**src/rtl/clkgen_multi_if.sv**
```systemverilog
// Config/enable/status bundle for clkgen_multi.
// With CLKGEN_SYNC_EN defined the bundle also carries sync_req.
interface clkgen_multi_if #(
  parameter int unsigned NCH = 3,
  parameter int unsigned W   = 16
);
  localparam int unsigned CHW = (NCH > 1) ? $clog2(NCH) : 1;

  logic           cfg_we;
  logic [CHW-1:0] cfg_ch;
  logic [W-1:0]   cfg_div;
  logic [NCH-1:0] en;
  logic [NCH-1:0] tick;
  logic [NCH-1:0] sq;
  logic [NCH-1:0] pending;
  logic           cfg_err;
`ifdef CLKGEN_SYNC_EN
  logic           sync_req;

  modport master (output cfg_we, cfg_ch, cfg_div, en, sync_req,
                  input  tick, sq, pending, cfg_err);
  modport slave  (input  cfg_we, cfg_ch, cfg_div, en, sync_req,
                  output tick, sq, pending, cfg_err);
`else
  modport master (output cfg_we, cfg_ch, cfg_div, en,
                  input  tick, sq, pending, cfg_err);
  modport slave  (input  cfg_we, cfg_ch, cfg_div, en,
                  output tick, sq, pending, cfg_err);
`endif
endinterface

```
**src/rtl/clkgen_multi.sv**
```systemverilog
// NCH-channel programmable clock-enable generator: per-channel tick and square wave.
// Optional macro CLKGEN_SYNC_EN adds a global phase-align request (sync_req).
module clkgen_multi #(
  parameter int unsigned NCH     = 3,
  parameter int unsigned W       = 16,
  parameter int unsigned RST_DIV = 4
) (
  input logic            clk,
  input logic            rst,
  clkgen_multi_if.slave  bus
);
  localparam int unsigned CHW = (NCH > 1) ? $clog2(NCH) : 1;

  logic [W-1:0]   div_q [NCH];
  logic [W-1:0]   nxt_q [NCH];
  logic [W-1:0]   cnt_q [NCH];
  logic [NCH-1:0] pend_q, tick_q, sq_q;
  logic           err_q;

  logic [W-1:0]   div_n [NCH];
  logic [W-1:0]   cnt_n [NCH];
  logic [W-1:0]   wdiv;
  logic [NCH-1:0] wr_hit, wrap, restart, apply;
  logic           sync;
  logic           ch_bad;

`ifdef CLKGEN_SYNC_EN
  assign sync = bus.sync_req;
`else
  assign sync = 1'b0;
`endif

  assign ch_bad = 32'(bus.cfg_ch) >= NCH;

  always_comb begin
    wdiv = (bus.cfg_div == '0) ? W'(1) : bus.cfg_div;
    for (int unsigned i = 0; i < NCH; i++) begin
      wr_hit[i]  = bus.cfg_we && (32'(bus.cfg_ch) == i);
      // sync and disable both force a phase restart and flush the shadow ratio
      restart[i] = sync || !bus.en[i];
      wrap[i]    = bus.en[i] && (cnt_q[i] == div_q[i] - W'(1));
      apply[i]   = pend_q[i] && (restart[i] || wrap[i]);
      div_n[i]   = apply[i] ? nxt_q[i] : div_q[i];
      cnt_n[i]   = (restart[i] || wrap[i]) ? '0 : cnt_q[i] + W'(1);
    end
  end

  always_ff @(posedge clk or posedge rst) begin
    if (rst) begin
      for (int unsigned i = 0; i < NCH; i++) begin
        div_q[i] <= W'(RST_DIV);
        nxt_q[i] <= W'(RST_DIV);
        cnt_q[i] <= '0;
      end
      pend_q <= '0;
      tick_q <= '0;
      sq_q   <= '0;
      err_q  <= 1'b0;
    end else begin
      for (int unsigned i = 0; i < NCH; i++) begin
        div_q[i] <= div_n[i];
        cnt_q[i] <= cnt_n[i];
        // a write on the apply edge lands after the old shadow value was consumed
        if (wr_hit[i])
          nxt_q[i] <= wdiv;
        pend_q[i] <= wr_hit[i] || (pend_q[i] && !apply[i]);
        tick_q[i] <= wrap[i] && !sync;
        sq_q[i]   <= bus.en[i] && (cnt_n[i] >= (div_n[i] >> 1));
      end
      err_q <= bus.cfg_we && ch_bad;
    end
  end

  assign bus.tick    = tick_q;
  assign bus.sq      = sq_q;
  assign bus.pending = pend_q;
  assign bus.cfg_err = err_q;

endmodule

```
**src/flat_wrapper.sv**
```systemverilog
// flat-port wrapper written by rule: the top's interface ports become plain ports
module clkgen_multi_flat 
#(
  parameter int unsigned NCH     = 3,
  parameter int unsigned W       = 16,
  parameter int unsigned RST_DIV = 4
)
  (clk, rst, bus_cfg_we, bus_cfg_ch, bus_cfg_div, bus_en, bus_tick, bus_sq, bus_pending, bus_cfg_err);
  clkgen_multi_if #(.NCH(NCH), .W(W)) bus_i ();
  input logic clk;
  input logic rst;
  input wire logic [$bits(bus_i.cfg_we)-1:0] bus_cfg_we;
  input wire logic [$bits(bus_i.cfg_ch)-1:0] bus_cfg_ch;
  input wire logic [$bits(bus_i.cfg_div)-1:0] bus_cfg_div;
  input wire logic [$bits(bus_i.en)-1:0] bus_en;
  output wire logic [$bits(bus_i.tick)-1:0] bus_tick;
  output wire logic [$bits(bus_i.sq)-1:0] bus_sq;
  output wire logic [$bits(bus_i.pending)-1:0] bus_pending;
  output wire logic [$bits(bus_i.cfg_err)-1:0] bus_cfg_err;
  assign bus_i.cfg_we = bus_cfg_we;
  assign bus_i.cfg_ch = bus_cfg_ch;
  assign bus_i.cfg_div = bus_cfg_div;
  assign bus_i.en = bus_en;
  assign bus_tick = bus_i.tick;
  assign bus_sq = bus_i.sq;
  assign bus_pending = bus_i.pending;
  assign bus_cfg_err = bus_i.cfg_err;
  clkgen_multi #(.NCH(NCH), .W(W), .RST_DIV(RST_DIV)) u_core (.clk(clk), .rst(rst), .bus(bus_i));
endmodule
```
**config.mk**
```make
export PLATFORM = sky130hd
export DESIGN_NAME = clkgen_multi_flat
export DESIGN_NICKNAME = d
export VERILOG_FILES = /design/src/rtl/clkgen_multi_if.sv /design/src/rtl/clkgen_multi.sv /design/src/flat_wrapper.sv
export SDC_FILE = /design/constraint.sdc
export NUM_CORES = 1
export LEC_CHECK = 0
export ABC_AREA = 1
export CAP_MARGIN = 20
export CORE_ASPECT_RATIO = 1.4
export CORE_MARGIN = 2
export CORE_UTILIZATION = 38
export CTS_CLUSTER_SIZE = 40
export DETAILED_ROUTE_END_ITERATION = 10
export PLACE_DENSITY = 0.64
export SLEW_MARGIN = 10
export SYNTH_ARGS = -nofsm -noshare
export SYNTH_HDL_FRONTEND = slang
export SYNTH_SLANG_ARGS = --single-unit
```
**constraint.sdc**
```tcl
create_clock -name clk -period 5.35 [get_ports clk]
set_input_delay 1.07 -clock clk [delete_from_list [all_inputs] [get_ports clk]]
set_output_delay 1.07 -clock clk [all_outputs]
set_load 0.005 [all_outputs]
```
**Word-level counts from Yosys, hierarchy flattened**

Index checks and enable logic that the tools add are counted.

- Order comparisons: 4
- Multiplexer cells: 7
- Reductions and logical operators: 30
- Eq/ne operators: 5
- Add/sub/neg operators: 6

Operators by type and width:

| operator | number |
|---|---|
| 16-bit two-way mux | 7 |
| 16-bit by 1-bit adder with 16-bit output, second input constant | 3 |
| 16-bit == test | 3 |
| 16-bit by 15-bit greater-or-equal comparator with 1-bit output | 3 |
| 16-bit by 1-bit subtractor with 16-bit output, second input constant | 3 |
| 1-bit logical AND | 16 |
| 16-bit logical NOT | 1 |
| 1-bit logical NOT | 6 |
| 1-bit logical OR | 6 |
| 2-bit by 1-bit == test with 1-bit output, second input constant | 1 |
| 2-bit == test, second input constant | 1 |
| 2-bit greater-or-equal comparator, second input constant | 1 |
| 2-bit logical NOT | 1 |

- Bits of input ports: 24
- Register bits after elaboration: 154
- Word-level logic and storage cells: 68

**Depth between registers and ports, before layout**

- Word-level depth: 8
- Gate-level depth with buffers: 34
- Gate-level depth less buffers: 33

**Worst setup path after synthesis**

OpenSTA, ideal clock, no wires.

- Path kind: register to register
- Start: register u_core.div_q[16] (netlist name)
- End: register u_core.sq_q[1], in the netlist u_core.bus.sq[1]
- Path buffers: 2
- Stages on the path, launching flop included: 34
- Required time: 5235 ps
- Setup slack: 2307 ps
- Data arrival time: 2927 ps
- Period minus slack after synthesis: 3043 ps
- Path through: dfrtp_1 -> inv_1 -> ha_1 -> nand2_2 -> nor2_2 -> nand2_1 -> nand2_1 -> nand2_1 -> nor2_1 -> nand2_1 -> nor2_2 -> nand3_2 -> nand2_2 -> buf_6 -> buf_6 -> nand3_1 -> nand2_1 -> ha_1 -> inv_1 -> nand2_1 -> nand2_1 -> nand2_1 -> nand2_1 -> nand2_1 -> nand2_1 -> nand2_1 -> nand2_1 -> nand2_1 -> nand2_1 -> nand2_1 -> nand2_1 -> a21oi_1 -> nor2_1 -> nor2_1

RTL lines:

| item | RTL line | RTL |
|---|---|---|
| from (decl) | clkgen_multi.sv:14 | `logic [W-1:0] div_q [NCH];` |
| from (signal, indexed assignment) | clkgen_multi.sv:51 | `div_q[i] <= W'(RST_DIV);` |
| from (signal, indexed assignment) | clkgen_multi.sv:61 | `div_q[i] <= div_n[i];` |
| to (signal, indexed assignment) | clkgen_multi.sv:68 | `sq_q[i] <= bus.en[i] && (cnt_n[i] >= (div_n[i] >> 1));` |
| to (decl) | clkgen_multi.sv:17 | `logic [NCH-1:0] pend_q, tick_q, sq_q;` |

==> results.txt <==
worst setup margin - 1.484 ns
ys flop type - dfrtp_1
Starting Density - 38.88%
antenna violations before repair - 0
startpoint type of the worst setup path - register
largest area contributor in the netlist - dfrtp_1
n_diodes - 0
Hold WC Path Type - reg2reg
TNS Setup - 0 ns
Final Hold Slack - 0.4856 ns
Post-synth EDFFs - 0
Area Overhead vs Synth - 12.36%
worst vdd ir - 0.0002176 V
worst hold path depth - 2
dpl hpwl - 17,260 um
CP max FO - 30
vias per cell - 4.748
Post-Synthesis Cells - 1,284
CTS Sinks - 154
worst-case clock skew - 0.01102 ns
clk_lat worst skew - 0.43 ns
Fmax - 258.7 MHz
reg2reg path depth - 32
critical path type - reg2reg
worst path arrival time - 4.17 ns
Yosys Warn Count - 0
Die H - 192.3 um
Critical-path top delay cell - nand2_2
total number of vias - 7,805
commonest cells after routing, fill and taps aside - nand2_1, inv_1, dfrtp_1
post-route minimum period - 3.866 ns
top-area cell type share of the netlist area - 38.48%
Setup-failing EPs final - 0
grt total ovfl - 0
io pins - 34
Synth Register Bits - 154
commonest non-fill, non-tap cell in the layout - nand2_1
CP Capture Type - register
final-layout fill cell count - 2,444
Final nets - 1,391
Seq/Total Area, Yosys - 40.11%
DP Worst Slack - 1.484 ns
post-CTS setup repair buffer count - 0
first-pass GRT wire length - 37,380 um
Post-Syn Area - 9625 um^2
DR pass1 iterations - 4
count of cell types in the netlist - 43
Slew @ Worst Pin - 0.9287 ns
Slew Limit Fails - 0
Worst setup endpoint - u_core.bus.sq[1]
DRC violations left - 0
gpl congestion - 0.8542
Global Route Usage Sum - 17.25%
# port buffers - 33
Core ar. - 24,760 um^2
Clock transition at path regs - 0.07 ns
routed len/inst - 13.22 um
FFs w/ async S/R, synth - 100.0%
row count - 68
Leakage - 5.600 nW
R2R Path Start - u_core.div_q[16]
r2r endpoint - u_core.bus.sq[1]
Rel. slew slack - 38.08%
CTS Buf Count - 17
largest cells by area after synthesis - dfrtp_1, nand2_1, ha_1, inv_1, nor2_1
Clock Tree Buf Depth - 2
unrepaired setup endpoints after global routing - no
TritonCTS clock tree - done
CTS Root Cell - clkbuf_16
synthesized netlist net count - 1,359
final hold viol count - 0
post-synthesis average cell area - 7.496 um^2
fin cells - 1,644
cts hold-fix bufs - 0
antenna-violating nets left - 0
max_cap viols - 0
H-tree depth - 4
r2r setup slk - 1.48 ns
CP required - 5.66 ns
max incr delay on CP - 0.49 ns
die width - 138.5 um
share of layout cells above drive strength 1 - 10.61%
Detailed Route Iter0 Violations - 304
DP Cell Count - 1,612
Crit. Startpoint - u_core.div_q[16]
PwrDens - 358.8 nW/um^2
total wire length - 21,730 um
post_cts resized - 0
largest net degree at the start of global routing - 104
vias in the first global route - 7,918
final core utilization - 43.68%
crit-path most repeated cell - nand2_1
Die Area - 26,640 um^2
final period utilization - 72.26%
status - finished clean
where the power goes:
group	leakage [nW]	internal [mW]	switching, mW	total (mW)
logic	3.33	0.433	0.721	1.15
clock network	0.289	0.673	0.532	1.20
registers	1.98	1.33	0.190	1.52
worst min path at each step:
stage | startpoint | to | slack [ns]
after global routing | u_core.nxt_q[29] | u_core.nxt_q[29] | 0.51
after global placement | u_core.nxt_q[45] | u_core.nxt_q[45] | 0.47
after detailed placement | u_core.nxt_q[27] | u_core.nxt_q[27] | 0.47
final | u_core.nxt_q[27] | u_core.nxt_q[27] | 0.49
after CTS | u_core.nxt_q[27] | u_core.nxt_q[27] | 0.49
after floorplan | u_core.nxt_q[17] | u_core.nxt_q[17] | 0.45
state kept, by name, summed over array words and instances, names as in the netlist:
name	flops
u_core.bus.sq	3
u_core.div_q	48
u_core.nxt_q	48
u_core.bus.pending	3
u_core.bus.tick	3
u_core.cnt_q	48
u_core.bus.cfg_err	1
cell type report:
class | instances | area (um^2) | area share, %
inverters | 201 | 759.5 | 7.022
multi-input cells | 906 | 4857 | 44.91
flip-flops and latches | 154 | 3861 | 35.70
clock buffers | 18 | 439.2 | 4.061
well taps | 315 | 394.1 | 3.644
repair buffers | 36 | 352.8 | 3.262
clock inverters | 14 | 151.4 | 1.400
synthesized netlist by cell type, types with 16 or more instances:
cell     count
nand2_1    369
nor3_1      21
ha_1        51
a21oi_1     27
inv_1      170
o21ai_0     61
nand3_1     76
nor2_2      16
nor2_1     117
dfrtp_1    148
inv_2       31
xor2_1      36
xnor2_1     19
kinds of logic after synthesis:
group	after synthesis	synth area share, %
simple gates	684	31.89
buf+inv	224	9.424
flops	154	40.11
compound gates	115	6.773
xor+xnor	56	5.174
fa+ha+maj	51	6.629
routing by layer:
layer	track usage (%)	vias up	share of wire (%)
li1	-	4091	-
met1	19.26	3622	43
met2	33.59	66	53
met3	2.010	26	1.2
met4	6.279	0	2.7
met5	0	-	0
worst max-delay path, delay by kind of cell, from the launching register on:
| kind | cells | cell delay [ns] |
|---|---|---|
| compound gates | 1 | 0.06 |
| fa+ha+maj | 2 | 0.52 |
| buf+inv | 2 | 0.22 |
| flops | 1 | 0.40 |
| simple gates | 27 | 2.57 |
stage by stage:
step,power [mW],area [um^2]
floorplan,2.417,9625
global placement,2.674,10220
detailed placement,2.705,10220
CTS,3.915,10820
global route,4.167,10820
finish,3.881,10820
(Power assumes the default switching activity.)
